--- config.mk ---
export PLATFORM = sky130hd
export DESIGN_NAME = rtc_alarm_bank
export DESIGN_NICKNAME = d
export VERILOG_FILES = /design/src/rtl/rtc_alarm_bank.sv
export SDC_FILE = /design/constraint.sdc
export NUM_CORES = 1
export LEC_CHECK = 0
export ABC_AREA = 1
export CAP_MARGIN = 20
export CELL_PAD_IN_SITES_DETAIL_PLACEMENT = 0
export CELL_PAD_IN_SITES_GLOBAL_PLACEMENT = 1
export CORE_UTILIZATION = 30
export CTS_CLUSTER_SIZE = 14
export DETAILED_ROUTE_END_ITERATION = 6
export PLACE_DENSITY_LB_ADDON = 0.1
export SYNTH_ARGS = -nofsm -noshare
export SYNTH_HDL_FRONTEND = slang
export SYNTH_SLANG_ARGS = --single-unit
--- constraint.sdc ---
create_clock -name clk -period 6.7 [get_ports clk]
set_input_delay 1.675 -clock clk [delete_from_list [all_inputs] [get_ports clk]]
set_output_delay 1.675 -clock clk [all_outputs]
set_load 0.02 [all_outputs]
--- src/rtl/rtc_alarm_bank.sv ---
// ---------------------------------------------------------------------------
// rtc_alarm_bank
//   Real-time clock (hh:mm:ss, binary fields) with a bank of independent
//   daily alarm channels. Each channel has a small IDLE / RINGING / SNOOZE
//   state machine, a ring-timeout counter and (optionally) a snooze counter.
//
// Build option:
//   RTC_ALARM_SNOOZE_EN  defined   -> SNOOZE state, snooze counters and the
//                                     snooze port are active.
//                        undefined -> snooze port exists but is ignored; no
//                                     SNOOZE state or counter is built.
//
// Ports:
//   clk, reset        system clock, asynchronous active-high reset
//   tick              one-clk pulse, advance time by one second
//   time_set/time_in  load {hour[16:12], min[11:6], sec[5:0]}; invalid ignored
//   alarm_wr/alarm_sel/alarm_in
//                     write {enable[11], hour[10:6], min[5:0]} to a channel
//   ack, snooze       per-channel level-sampled acknowledge / snooze
//   hour_out/min_out/sec_out   current time (registered)
//   end_of_day        one-clk pulse on 23:59:59 -> 00:00:00 tick rollover
//   ringing           per-channel, high while channel is RINGING
//   alarm_irq         one-clk pulse when any channel enters RINGING
// ---------------------------------------------------------------------------
module rtc_alarm_bank #(
  parameter  int unsigned NUM_ALARMS   = 4,
  parameter  int unsigned RING_SECONDS = 60,
  parameter  int unsigned SNOOZE_MIN   = 5,
  localparam int unsigned ASW          = (NUM_ALARMS > 1) ? $clog2(NUM_ALARMS) : 1
) (
  input  logic                  clk,
  input  logic                  reset,
  input  logic                  tick,
  input  logic                  time_set,
  input  logic [16:0]           time_in,
  input  logic                  alarm_wr,
  input  logic [ASW-1:0]        alarm_sel,
  input  logic [11:0]           alarm_in,
  input  logic [NUM_ALARMS-1:0] ack,
  input  logic [NUM_ALARMS-1:0] snooze,
  output logic [4:0]            hour_out,
  output logic [5:0]            min_out,
  output logic [5:0]            sec_out,
  output logic                  end_of_day,
  output logic [NUM_ALARMS-1:0] ringing,
  output logic                  alarm_irq
);

  localparam int unsigned HW  = 5;
  localparam int unsigned MW  = 6;
  localparam int unsigned SW  = 6;
  localparam int unsigned AW  = 12;
  localparam int unsigned RCW = 8;
  localparam logic [RCW-1:0] RING_LAST = RCW'(RING_SECONDS - 1);
`ifdef RTC_ALARM_SNOOZE_EN
  localparam int unsigned SCW = 12;
  localparam logic [SCW-1:0] SNOOZE_LOAD = SCW'(SNOOZE_MIN * 60);
`endif

  typedef enum logic [1:0] {
    ST_IDLE    = 2'd0,
    ST_RINGING = 2'd1
`ifdef RTC_ALARM_SNOOZE_EN
    ,
    ST_SNOOZE  = 2'd2
`endif
  } state_e;

  // ---------------------------------------------------------------- time
  logic [HW-1:0] hour_q, hour_d;
  logic [MW-1:0] min_q, min_d;
  logic [SW-1:0] sec_q, sec_d;
  logic          eod_q, eod_d;
  // set when the last register update of the time came from a tick
  logic          tick_upd_q, tick_upd_d;
  logic          load_ok_c;

  // --------------------------------------------------------------- alarms
  logic [NUM_ALARMS-1:0][AW-1:0]  alarm_q, alarm_d;
  logic [NUM_ALARMS-1:0][1:0]     state_q, state_d;
  logic [NUM_ALARMS-1:0][RCW-1:0] ring_cnt_q, ring_cnt_d;
`ifdef RTC_ALARM_SNOOZE_EN
  logic [NUM_ALARMS-1:0][SCW-1:0] snz_cnt_q, snz_cnt_d;
`else
  logic [NUM_ALARMS-1:0]          snooze_unused;
  assign snooze_unused = snooze;
`endif
  logic [NUM_ALARMS-1:0]          ringing_q, ringing_d;
  logic                           irq_q, irq_d;
  logic                           wr_ok_c;
  logic [NUM_ALARMS-1:0]          match_c;

  // Time-of-day next state: valid load wins over tick; invalid load is dropped.
  always_comb begin
    hour_d     = hour_q;
    min_d      = min_q;
    sec_d      = sec_q;
    eod_d      = 1'b0;
    tick_upd_d = 1'b0;
    load_ok_c  = time_set &&
                 (time_in[16:12] <= 5'd23) &&
                 (time_in[11:6]  <= 6'd59) &&
                 (time_in[5:0]   <= 6'd59);
    if (load_ok_c) begin
      hour_d = time_in[16:12];
      min_d  = time_in[11:6];
      sec_d  = time_in[5:0];
    end else if (tick) begin
      tick_upd_d = 1'b1;
      if (sec_q == 6'd59) begin
        sec_d = '0;
        if (min_q == 6'd59) begin
          min_d = '0;
          if (hour_q == 5'd23) begin
            hour_d = '0;
            eod_d  = 1'b1;
          end else begin
            hour_d = hour_q + 5'd1;
          end
        end else begin
          min_d = min_q + 6'd1;
        end
      end else begin
        sec_d = sec_q + 6'd1;
      end
    end
  end

  // Per-channel match: only a tick-driven update landing on hh:mm:00 counts.
  always_comb begin
    match_c = '0;
    for (int i = 0; i < NUM_ALARMS; i++) begin
      match_c[i] = tick_upd_q && (sec_q == 6'd0) &&
                   (hour_q == alarm_q[i][10:6]) &&
                   (min_q  == alarm_q[i][5:0]);
    end
  end

  // Channel FSMs: write > disable > state behaviour.
  always_comb begin
    alarm_d    = alarm_q;
    state_d    = state_q;
    ring_cnt_d = ring_cnt_q;
`ifdef RTC_ALARM_SNOOZE_EN
    snz_cnt_d  = snz_cnt_q;
`endif
    ringing_d  = '0;
    irq_d      = 1'b0;
    wr_ok_c    = alarm_wr &&
                 (alarm_in[10:6] <= 5'd23) &&
                 (alarm_in[5:0]  <= 6'd59) &&
                 (32'(alarm_sel) < NUM_ALARMS);

    for (int i = 0; i < NUM_ALARMS; i++) begin
      if (wr_ok_c && (alarm_sel == ASW'(i))) begin
        alarm_d[i]    = alarm_in;
        state_d[i]    = ST_IDLE;
        ring_cnt_d[i] = '0;
`ifdef RTC_ALARM_SNOOZE_EN
        snz_cnt_d[i]  = '0;
`endif
      end else if (!alarm_q[i][11]) begin
        state_d[i]    = ST_IDLE;
        ring_cnt_d[i] = '0;
`ifdef RTC_ALARM_SNOOZE_EN
        snz_cnt_d[i]  = '0;
`endif
      end else begin
        case (state_q[i])
          ST_IDLE: begin
            if (match_c[i]) begin
              state_d[i]    = ST_RINGING;
              ring_cnt_d[i] = '0;
              irq_d         = 1'b1;
            end
          end
          ST_RINGING: begin
            // ack outranks snooze when both are held
            if (ack[i]) begin
              state_d[i]    = ST_IDLE;
              ring_cnt_d[i] = '0;
`ifdef RTC_ALARM_SNOOZE_EN
            end else if (snooze[i]) begin
              state_d[i]    = ST_SNOOZE;
              ring_cnt_d[i] = '0;
              snz_cnt_d[i]  = SNOOZE_LOAD;
`endif
            end else if (tick) begin
              if (ring_cnt_q[i] == RING_LAST) begin
                state_d[i]    = ST_IDLE;
                ring_cnt_d[i] = '0;
              end else begin
                ring_cnt_d[i] = ring_cnt_q[i] + RCW'(1);
              end
            end
          end
`ifdef RTC_ALARM_SNOOZE_EN
          ST_SNOOZE: begin
            if (ack[i]) begin
              state_d[i]   = ST_IDLE;
              snz_cnt_d[i] = '0;
            end else if (tick) begin
              // counter about to reach zero: re-ring with a fresh timeout
              if (snz_cnt_q[i] == SCW'(1)) begin
                state_d[i]    = ST_RINGING;
                snz_cnt_d[i]  = '0;
                ring_cnt_d[i] = '0;
                irq_d         = 1'b1;
              end else begin
                snz_cnt_d[i] = snz_cnt_q[i] - SCW'(1);
              end
            end
          end
`endif
          default: begin
            state_d[i]    = ST_IDLE;
            ring_cnt_d[i] = '0;
          end
        endcase
      end
      ringing_d[i] = (state_d[i] == ST_RINGING);
    end
  end

  // State registers.
  always_ff @(posedge clk or posedge reset) begin
    if (reset) begin
      hour_q     <= '0;
      min_q      <= '0;
      sec_q      <= '0;
      eod_q      <= 1'b0;
      tick_upd_q <= 1'b0;
      alarm_q    <= '0;
      state_q    <= '0;
      ring_cnt_q <= '0;
`ifdef RTC_ALARM_SNOOZE_EN
      snz_cnt_q  <= '0;
`endif
      ringing_q  <= '0;
      irq_q      <= 1'b0;
    end else begin
      hour_q     <= hour_d;
      min_q      <= min_d;
      sec_q      <= sec_d;
      eod_q      <= eod_d;
      tick_upd_q <= tick_upd_d;
      alarm_q    <= alarm_d;
      state_q    <= state_d;
      ring_cnt_q <= ring_cnt_d;
`ifdef RTC_ALARM_SNOOZE_EN
      snz_cnt_q  <= snz_cnt_d;
`endif
      ringing_q  <= ringing_d;
      irq_q      <= irq_d;
    end
  end

  assign hour_out   = hour_q;
  assign min_out    = min_q;
  assign sec_out    = sec_q;
  assign end_of_day = eod_q;
  assign ringing    = ringing_q;
  assign alarm_irq  = irq_q;

endmodule

; Word-level counts from Yosys, hierarchy flattened
; Cells that the tools add are included.
[totals]
register_bits = 112
out_inout_bits = 23
wordCells = 189
[op_classes]
n_addsub = 7
order_cmp = 5
n_eq_ne = 34
n_mux = 91
n_reduce_logical = 33
[ops]
columns = operator, count
row1 = 2-to-1 mux 8 bit, 24
row2 = one-hot mux 8 bit (2 select lines), 4
row3 = 2-to-1 mux 2 bit, 24
row4 = 2-to-1 mux 6 bit, 7
row5 = adder 8 x 1 -> 8 bit (second input constant), 4
row6 = == test 8 x 6 -> 1 bit (second input constant), 4
row7 = 2-to-1 mux 5 bit, 5
row8 = == test 6 bit, 4
row9 = 2-to-1 mux 1 bit, 23
row10 = == test 5 bit, 4
row11 = != test 5 bit (second input constant), 4
row12 = == test 2 x 1 -> 1 bit (second input constant), 9
row13 = less-or-equal comparator 6 bit (second input constant), 3
row14 = logical AND 1 bit, 18
row15 = != test 4 bit (second input constant), 4
row16 = one-hot mux 2 bit (2 select lines), 4
row17 = adder 6 x 1 -> 6 bit (second input constant), 2
row18 = == test 6 bit (second input constant), 2
row19 = less-or-equal comparator 5 bit (second input constant), 2
row20 = logical NOT 2 bit, 5
row21 = AND reduction 2 bit, 5
row22 = logical NOT 6 bit, 1
row23 = nonzero test 2 bit, 3
row24 = adder 5 x 1 -> 5 bit (second input constant), 1
row25 = other kinds (3), 4

; Depth between registers and ports, before layout
; Gate-level depths: netlist of the first run.
[logic_depth]
word_depth = 20
depth_mapped = 14
depth_no_buf = 14

; Least setup slack after synthesis of the first run
; Ideal clock, no wire load.
[synth_timing]
path_type = input to register
startpoint = input port time_in[9]
endpoint = register min_q[3], in the netlist min_out[3]
t_arrival_ns = 2.559
required_time_ns = 6.576
slack_ns = 4.017
stages = 11
path_cell_list = nand2_1 > nor2_1 > nor2_1 > nand2_1 > buf_2 > inv_2 > buf_2 > nand2_1 > o31ai_1 > nand2_1 > nand2_1
[synth_between]
elab_chain_len = 5
elab_cells_between_ends = 7
cone_classes = order compare (1) / mux (1) / reduce/logical (5)
[synth_rtl]
columns = item, line
row1 = "start, declared", 35  ; input logic [16:0] time_in,
row2 = less-or-equal comparator 6 bit, 102  ; (time_in[11:6] <= 6'd59) &&
row3 = logical AND 1 bit, 101  ; (time_in[16:12] <= 5'd23) &&
row4 = logical AND 1 bit, 102
row5 = nonzero test 2 bit (no line), --
row6 = AND reduction 2 bit (no line), --
row7 = "end signal, assigned", 243  ; min_q <= min_d;
row8 = "end, declared", 71  ; logic [MW-1:0] min_q, min_d;
; Several ways; a longest one is shown, not always the timed one.
; A chain may end at the register's enable or synchronous reset.

; Worst setup path in the final report of the first run
[layout_timing]
startpoint = input port alarm_in[10]
endpoint = register ring_cnt_q[7] (netlist name)
[layout_between]
elab_chain_len = 6
elab_cells_between_ends = 8
cone_classes = order compare (1) / eq/ne (2) / mux (1) / reduce/logical (4)
[layout_rtl]
columns = item, line
row1 = "start, declared", 38  ; input logic [11:0] alarm_in,
row2 = less-or-equal comparator 5 bit *, 150  ; (alarm_in[10:6] <= 5'd23) &&
row3 = logical AND 1 bit *, 149  ; wr_ok_c = alarm_wr &&
row4 = logical AND 1 bit *, 150
row5 = logical AND 1 bit *, 155  ; if (wr_ok_c && (alarm_sel == ASW'(i))) begin
row6 = != test 5 bit (no line) / != test 4 bit (equally long branches), --
row7 = AND reduction 2 bit (no line), --
row8 = "end signal, assigned", 249  ; ring_cnt_q <= ring_cnt_d;
row9 = "end, declared", 81  ; logic [NUM_ALARMS-1:0][RCW-1:0] ring_cnt_q, ring_cnt_d;
; Mark *: on every way between the ends. The rest lies on a longest branch, timed or not.

==> impl_metrics.tcl, run 1 <==
set metrics [dict create \
    switching_share_pct 37.5 \
    fin_util_pct 36.0 \
    grt_pass1_wl_mm 32.5 \
    p_clk_share_pct 27.4 \
    portBuffers 62 \
    grt_usage_pct 17.8 \
    rows 54 \
    grt_pass1_vias 6036 \
    seqPwrFrac_pct 42.8 \
    start_kind "input port" \
    postSynthAreaPerCell_um2 7.01 \
    final.setup.tns_ns 0 \
    drive_above_1_share_pct 5.40 \
    core-area_mm2 0.0220 \
    r2r-end "ring_cnt_q[28]" \
    cts_root_buf "clkbuf_16" \
    reg2reg_depth 14 \
    worstHoldStart "alarm_q[29]" \
    final_cell_mix "nand2_1, dfrtp_1, inv_1" \
    cp_max_fo 20 \
    ant_nets 0 \
    hold-path-endpoint "alarm_q[29]" \
    n_antenna_cell 0 \
    synth-seq-area-share_pct 41.5 \
    critical_path_class "input port to flip-flop" \
    pin_count 67 \
    worst_skew_pair.late_latency_ns 0.36 \
    clock_skew_ns 0.0114 \
    vias 5979 \
    die-area_mm2 0.0231 \
    drt_iter0_drc 311 \
    via_per_inst 4.60 \
    syn-instance-count 963 \
    pwr-share-comb_pct 29.7 \
    fillCellCount 2387 \
    dieHeight_um 152 \
    globalplace.congestion 0.812 \
    synth.cell_area_mm2 0.00676 \
    power.switching_uw 778 \
    drcViolationCount 0 \
    required_ns 6.95 \
    hold_buffers 0 \
    period_needed_ns 3.65 \
    antenna_found_initial 0 \
    peakVddDrop_v 0.000179 \
    p_leak_nw 3.84 \
    syn_to_final_growth_pct 17.2 \
    drv_cap 0 \
    clk_pin_slew_ns 0.08 \
    ys_warn_count 0 \
    die_w_um 152 \
    max_freq_mhz 274 \
    finalCritPeriodShare_pct 54.5 \
    start_util_pct 30.8 \
    layout_commonest_cell "nand2_1" \
    p_per_area_mw_per_mm2 263 \
    nNetsFinal 1066 \
    hp-class "flip-flop to flip-flop" \
    drv_slew 0 \
    setup_viol 0 \
    hpwl_mm 14.2 \
    numCtsBuffers 9 \
    clock-sinks 112 \
    internal-power_mw 1.30 \
    rsz0062_at_grt "no" \
    dpl_cell_area_mm2 0.00758 \
    grt_start_max_net_pins 76 \
    holdPathStages 2 \
    cts_tree "done" \
    tightest_slew_ns 0.994 \
    wl_per_cell_um 14.9 \
    synth_seq_cells 112 \
    ys_types 42 \
    ctsLongestPathBuffers 2 \
    slew_headroom_pct 33.7 \
    r2r_slack_ns 4.59 \
    post-route-cell-area_mm2 0.00791 \
    grt_overflow 0 \
    first_pass_iters 5 \
    final_cells 1299 \
    h-tree-depth 3 \
    cp-end-kind "flip-flop" \
    critical_path.reg2reg.startpoint "sec_out[1]" \
    critPathArrivalTime_ns 3.90 \
    place_inst 1282 \
    status "completed" \
    wirelength_mm 19.4 \
    ctsResizeCount 0 \
    hold_viol 0 \
    cts_setup_buffers 0 \
]
==> through the flow <==
stage	worst slack [ns]	total power, mW	hold slack [ns]
finish	3.05	2.08	0.507
global route	2.89	2.24	0.524
CTS	3.02	2.11	0.509
detailed placement	2.63	1.53	0.487
global placement	2.64	1.53	0.484
floorplan	2.07	1.30	0.453
==> kinds of logic after synthesis <==
group | Yosys count | share of synthesized area (%)
XOR/XNOR | 28 | 3.63
adder cells (fa/ha/maj) | 8 | 1.48
buffers and inverters | 145 | 9.04
AND/OR/NAND/NOR | 583 | 37.1
AO/OA/AOI/OAI | 86 | 7.22
other | 1 | 0.0555
flip-flops | 112 | 41.5
==> power by group through the flow <==
stage	clock (mW)	sequential, mW	combinational, mW
after floorplan	0	0.873	0.429
after global placement	0	0.908	0.624
after detailed placement	0	0.906	0.622
after CTS	0.595	0.894	0.625
after global routing	0.618	0.907	0.715
final	0.569	0.890	0.618
==> flip-flops by register name (all words and copies together), names as in the netlist <==
register and flops:
tick_upd_q 1, min_out 6, sec_out 6, hour_out 5, ringing 4, end_of_day 1
state_q 8, ring_cnt_q 32, alarm_irq 1, alarm_q 48
==> synth_stat cells <==
cell type | n | area [um^2]
nand2_4 | 2 | 22.5
inv_2 | 10 | 37.5
ha_1 | 8 | 100
conb_1 | 1 | 3.75
o21a_1 | 1 | 7.51
o21bai_1 | 3 | 22.5
nor2_4 | 1 | 11.3
nand4_1 | 30 | 188
dfrtp_1 | 112 | 2800
nand2_1 | 353 | 1330
o21ai_1 | 3 | 15.0
a21boi_4 | 1 | 18.8
nand3b_4 | 1 | 20.0
buf_4 | 9 | 67.6
inv_1 | 107 | 402
clkinv_2 | 1 | 5.00
and3_1 | 1 | 6.26
or2_2 | 4 | 25.0
o211ai_1 | 4 | 30.0
nor3_1 | 21 | 105
a21o_1 | 1 | 7.51
o21ai_0 | 64 | 320
nor2_2 | 1 | 6.26
buf_2 | 13 | 65.1
nand3_1 | 57 | 285
a21oi_1 | 1 | 5.00
o221ai_1 | 1 | 8.76
a31oi_1 | 3 | 18.8
buf_6 | 2 | 22.5
o21ai_2 | 3 | 26.3
nor4_1 | 1 | 6.26
xnor2_1 | 18 | 158
clkbuf_1 | 3 | 11.3
nand3_2 | 2 | 20.0
xor2_1 | 10 | 87.6
nand3b_2 | 1 | 11.3
nand3b_1 | 7 | 52.6
nand2_2 | 8 | 50.1
nor2_1 | 91 | 342
nor3b_1 | 1 | 7.51
nand4_4 | 1 | 21.3
o31ai_1 | 1 | 7.51
==> critical path: stages <==
cell	delay, ns
clkdlybuf4s50_1	0.62
a21boi_4	0.33
nand3_2	0.32
inv_1	0.68
nor3_1	0.13
nand2_1	0.11
nand2_1	0.05
==> metal layers <==
metal  global-route usage (%)  vias to the layer above  wire length, um
met4                     3.79                        0              163
met1                     24.6                     2779             9840
met5                        0                        -                0
li1                         -                     3130                -
met2                     29.7                       59             8980
met3                     2.34                       11              434
==> cell type report <==
cell class                 count  area, um^2  area share [%]
clock inverter                 7        80.1            1.01
inverter                     118         447            5.64
tap                          280         350            4.43
timing repair buffer          64         656            8.28
multi-input combinational    709        3350            42.4
sequential                   112        2800            35.4
clock buffer                   9         225            2.85
==> worst max path at each step <==
| stage | start | endpoint | depth (start not counted) |
|---|---|---|---|
| detailed placement | alarm_in[10] | ring_cnt_q[7] | 7 |
| global route | alarm_in[10] | ring_cnt_q[11] | 7 |
| finish | alarm_in[10] | ring_cnt_q[7] | 7 |
| global placement | alarm_in[10] | ring_cnt_q[7] | 7 |
| CTS | alarm_in[10] | ring_cnt_q[7] | 7 |
| floorplan | reset | alarm_irq | 1 |
(Power assumes the default switching activity.)
==> inputs of run 2 (changes only) <==
clock period = 3.2 ns   (was 6.7 ns; I/O delays follow)
==> run 2 against run 1 <==
The flow now finishes with violations (design-rule violations). Critical endpoint is now ring_cnt_q[4]. Clock-buffer cell count up 4. Clock power increased by 97%. Critical path type unchanged. Via count increased by 0.69%. Combinational power up 110%. Non-clock buffer count grew 7.
==> impl_metrics.tcl, run 2 (synthesis results as in run 1) <==
set metrics [dict create \
    top_regs "alarm_q: 48 flops, ring_cnt_q: 32 flops, state_q: 8 flops" \
    globalplace.congestion 0.807 \
    n_antenna_cell 0 \
    cts_tree "done" \
    p_clk_share_pct 26.1 \
    post-route-cell-area_mm2 0.00793 \
    critical_path_class "input port to flip-flop" \
    clk_pin_slew_ns 0.07 \
    start_util_pct 30.8 \
    core-area_mm2 0.0220 \
    grt_usage_pct 17.4 \
    nNetsFinal 1073 \
    pwr-share-comb_pct 30.3 \
    top_usage_layer "met2" \
    via_per_inst 4.61 \
    hpwl_mm 14.1 \
    use_met1_pct 24.2 \
    violations "design-rule violations" \
    critPathArrivalTime_ns 2.73 \
    first_pass_iters 6 \
    clock_skew_ns 0.0134 \
    final_cell_mix "nand2_1, dfrtp_1, inv_1" \
    p_leak_nw 3.86 \
    setup_viol 0 \
    die-area_mm2 0.0231 \
    ant_nets 0 \
    wirelength_mm 19.2 \
    rsz0062_at_grt "no" \
    drcViolationCount 6 \
    hold_viol 0 \
    required_ns 3.45 \
    max_flop_register "alarm_q" \
    wl_per_cell_um 14.7 \
    status "complete, but fails checks" \
    vias 6020 \
    finalCritPeriodShare_pct 77.4 \
    layout_commonest_cell "nand2_1" \
    seqPwrFrac_pct 43.6 \
    period_needed_ns 2.48 \
    grt_util_met2_pct 28.5 \
    internal-power_mw 2.68 \
    pre_cts_ws_ns 0.298 \
    dpl_cell_area_mm2 0.00765 \
    worst_skew_pair.late_latency_ns 0.36 \
    peakVddDrop_v 0.000240 \
    ctsResizeCount 0 \
    pin_count 67 \
    seqCellArea_mm2 0.00280 \
    h-tree-depth 3 \
    tightest_slew_ns 0.696 \
    fillCellCount 2376 \
    final.setup.tns_ns 0 \
    antenna_found_initial 0 \
    rows 54 \
    portBuffers 62 \
    largest_register_ffs 48 \
    syn_to_final_growth_pct 17.4 \
    hold_buffers 0 \
    cts_root_buf "clkbuf_16" \
    grt_overflow 0 \
    slew_headroom_pct 53.6 \
    cp-end-kind "flip-flop" \
    drv_cap 0 \
    hp-class "flip-flop to flip-flop" \
    drive_above_1_share_pct 5.76 \
    drt_iter0_drc 328 \
    ctsLongestPathBuffers 2 \
    numCtsBuffers 9 \
    setup_ws_ns 0.722 \
    p_per_area_mw_per_mm2 540 \
    multi_input_area_mm2 0.00335 \
    drv_slew 0 \
    cp_max_fo 14 \
    grt_pass1_wl_mm 31.3 \
    clock-sinks 112 \
    cts_setup_buffers 0 \
    dieHeight_um 152 \
    grt_pass1_vias 5779 \
    switching_share_pct 37.4 \
    start_kind "input port" \
    die_w_um 152 \
    max_freq_mhz 404 \
    grt_start_max_net_pins 113 \
    gr-usage-met3_pct 2.57 \
    power.switching_mw 1.60 \
]
[run 2: changes by cell type in the layout (fill, tap and decap cells not counted), sizes merged]
cell	delta
buf	+7
clkbuf	+4
bufinv	-1
clkinv	-3
inv	-1
[run 2: metal layers]
metal / part of all wire (%) / vias to the layer above
met5: 0 / -
met4: 0.93 / 0
met3: 2.1 / 13
met2: 46 / 62
met1: 51 / 2806
li1: - / 3139
[run 2: layout make-up]
type / instances / share of cell area [%]
Clock buffer: 13 / 3.28
Clock inverter: 2 / 0.174
Multi-Input combinational cell: 709 / 42.3
Sequential cell: 112 / 35.3
Timing Repair Buffer: 71 / 8.84
Inverter: 118 / 5.65
Tap cell: 280 / 4.42
[run 2: path summary, 6_finish.rpt]
path	from	end	slack [ns]	cells after the start
min reg2reg	ring_cnt_q[6]	ring_cnt_q[6]	0.49	2
max reg2reg	sec_out[0]	ring_cnt_q[27]	1.10	14
max	alarm_in[3]	ring_cnt_q[4]	0.72	10
min in group asynchronous	reset	ring_cnt_q[18]	0.93	3
min	ring_cnt_q[6]	ring_cnt_q[6]	0.49	2
max in group asynchronous	reset	ring_cnt_q[14]	1.70	3
[run 2: worst max-delay path: stages]
cell             delay [ns]
clkdlybuf4s50_1        0.63
nand4_4                0.21
nand3_2                0.22
nand2_1                0.13
nor2_1                 0.16
nand2_1                0.09
nand2_2                0.23
inv_1                  0.11
nand2_1                0.09
nand2_1                0.05
[run 2: power by group through the flow]
stage	clock [mW]	combinational, mW	sequential, mW
2_1_floorplan	0	0.899	1.83
3_3_place_gp	0	1.31	1.90
3_5_place_dp	0	1.31	1.90
4_1_cts	1.16	1.31	1.87
5_1_grt	1.20	1.48	1.90
6_report	1.12	1.30	1.86
[run 2: per-stage QoR]
| stage | cells | total power, mW | hold WS [ns] | utilization [%] |
|---|---|---|---|---|
| floorplan | 966 | 2.73 | 0.453 | - |
| global placement | 1290 | 3.21 | 0.471 | 34.9 |
| detailed placement | 1290 | 3.21 | 0.486 | 34.9 |
| CTS | 1305 | 4.35 | 0.506 | 36.1 |
| global route | 1305 | 4.58 | 0.521 | 36.1 |
| finish | 1305 | 4.28 | 0.494 | 36.1 |
==> inputs of run 3 (changes only) <==
clock period = 2.5 ns   (was 3.2 ns; I/O delays follow)
==> run 3 against run 2 <==
The run still ends with design-rule violations left. Via count up 0.53%. Die area unchanged. Sequential power up 28%. Design area up 2.2%. Global-route usage up 0.67 points. Power up 28%. Hold slack better by 0.0071 ns. Critical path depth down 9. Sequential share of layout area down 0.77 points. Clock skew down 0.0042 ns. Setup slack worse by 0.55 ns. Register-to-register slack worse by 0.67 ns.
==> impl_metrics.tcl, run 3 (synthesis results as in run 1) <==
set metrics [dict create \
    status "complete, but fails checks" \
    violations "design-rule violations" \
    clock_skew_ns 0.00918 \
    ant_nets 0 \
    rows 54 \
    syn_to_final_growth_pct 20.0 \
    cts_setup_buffers 0 \
    hp-class "flip-flop to flip-flop" \
    top_layer "met4" \
    hold_buffers 0 \
    cts_root_buf "clkbuf_16" \
    numCtsBuffers 9 \
    cp_top_family "buffers and inverters" \
    n_antenna_cell 0 \
    cp.depth 1 \
    final_cell_mix "nand2_1, dfrtp_1, inv_1" \
    pin_count 67 \
    drv_cap 0 \
    power_mw 5.49 \
    p_per_area_mw_per_mm2 677 \
    wl_per_cell_um 14.8 \
    cts_tree "done" \
    drive_above_1_share_pct 7.56 \
    path_buf_inv 1 \
    worst_skew_pair.late_latency_ns 0.36 \
    dieHeight_um 152 \
    finalCritPeriodShare_pct 93.2 \
    core-area_mm2 0.0220 \
    critPathArrivalTime_ns 1.70 \
    die_w_um 152 \
    nNetsFinal 1093 \
    grt_overflow 0 \
    largest_register_ffs 48 \
    critical_path_class "flip-flop to primary output" \
    critical_path.reg2reg.startpoint "sec_out[0]" \
    setup_viol 0 \
    first_pass_iters 7 \
    layout_commonest_cell "nand2_1" \
    worstPathCellList "clkdlybuf4s50_1" \
    hold_viol 0 \
    grt_usage_pct 18.1 \
    cp_max_fo 9 \
    antenna_found_initial 0 \
    peakVddDrop_v 0.000298 \
    max_flop_register "alarm_q" \
    drt_iter0_drc 351 \
    drv_slew 0 \
    final.setup.tns_ns 0 \
    clock-sinks 112 \
    wirelength_mm 19.6 \
    required_ns 1.88 \
    top_regs "alarm_q: 48 flops, ring_cnt_q: 32 flops, state_q: 8 flops" \
    via_per_inst 4.57 \
    ctsLongestPathBuffers 2 \
    drt-met1-wl_mm 10.0 \
    start_util_pct 30.8 \
    ctsResizeCount 0 \
    fillCellCount 2353 \
    grt_start_max_net_pins 58 \
    start_kind "flip-flop" \
    reg2reg_depth 14 \
    grt_pass1_vias 6108 \
    slowest_delay_ns 0.70 \
    dr_wl_met3_um 469 \
    dr_wl_met2_mm 8.91 \
    endpoint "min_out[1]" \
    globalplace.congestion 0.811 \
    r2r_slack_ns 0.43 \
    max_freq_mhz 429 \
    p_leak_nw 3.95 \
    rsz0062_at_grt "no" \
    h-tree-depth 3 \
    worstHoldStart "alarm_q[24]" \
    crit_slowest_cell "clkdlybuf4s50_1" \
    critPathLaunch "min_out[1]" \
    r2r-end "ring_cnt_q[30]" \
    cp-end-kind "primary output" \
    clk_pin_slew_ns 0.08 \
    hpwl_mm 14.6 \
    drcViolationCount 6 \
    grt_pass1_wl_mm 32.8 \
    die-area_mm2 0.0231 \
    vias 6052 \
    period_needed_ns 2.33 \
    portBuffers 62 \
]
## run 3: layer usage
layer / up-vias / global-route usage (%)
met5: - / 0
met4: 0 / 3.35
met3: 6 / 3.37
met2: 60 / 29.7
met1: 2803 / 24.9
li1: 3183 / -
## run 3: worst min-delay path, stage by stage, from the launching register on
cell and delay (ns):
dfrtp_1 0.36, nand2_1 0.06, nand2_1 0.05
## run 3: where the power goes
part | switching (mW) | internal (mW) | leakage (nW)
registers | 0.339 | 2.05 | 1.45
logic | 1.02 | 0.675 | 2.38
clock network | 0.726 | 0.680 | 0.126
## run 3: per-stage QoR
step           setup WS (ns)  utilization, %  hold slack, ns  cell area [um^2]  cells
2_1_floorplan          0.518               -           0.453              6770    966
3_3_place_gp          0.0581            35.7           0.474              7840   1310
3_5_place_dp          0.0304            35.7           0.485              7840   1310
4_1_cts                0.146            36.9           0.507              8110   1325
5_1_grt               0.0981            36.9           0.526              8110   1325
6_report               0.170            36.9           0.501              8110   1325
## run 3: cell type report
cell class,instances,area (um^2),share of cell area [%]
repair buffers,91,888,11.0
clock inverters,4,30.0,0.370
well taps,280,350,4.32
clock buffers,11,233,2.87
multi-input cells,709,3350,41.4
flip-flops and latches,112,2800,34.6
inverters,118,448,5.53
## run 3: how the worst min path moves through the flow
stage / to / slack [ns] / cells after the start
floorplan: ring_cnt_q[6] / 0.45 / 2
global placement: ring_cnt_q[6] / 0.47 / 2
detailed placement: alarm_q[33] / 0.49 / 2
CTS: alarm_q[33] / 0.51 / 2
global route: alarm_q[33] / 0.53 / 2
finish: alarm_q[24] / 0.50 / 2
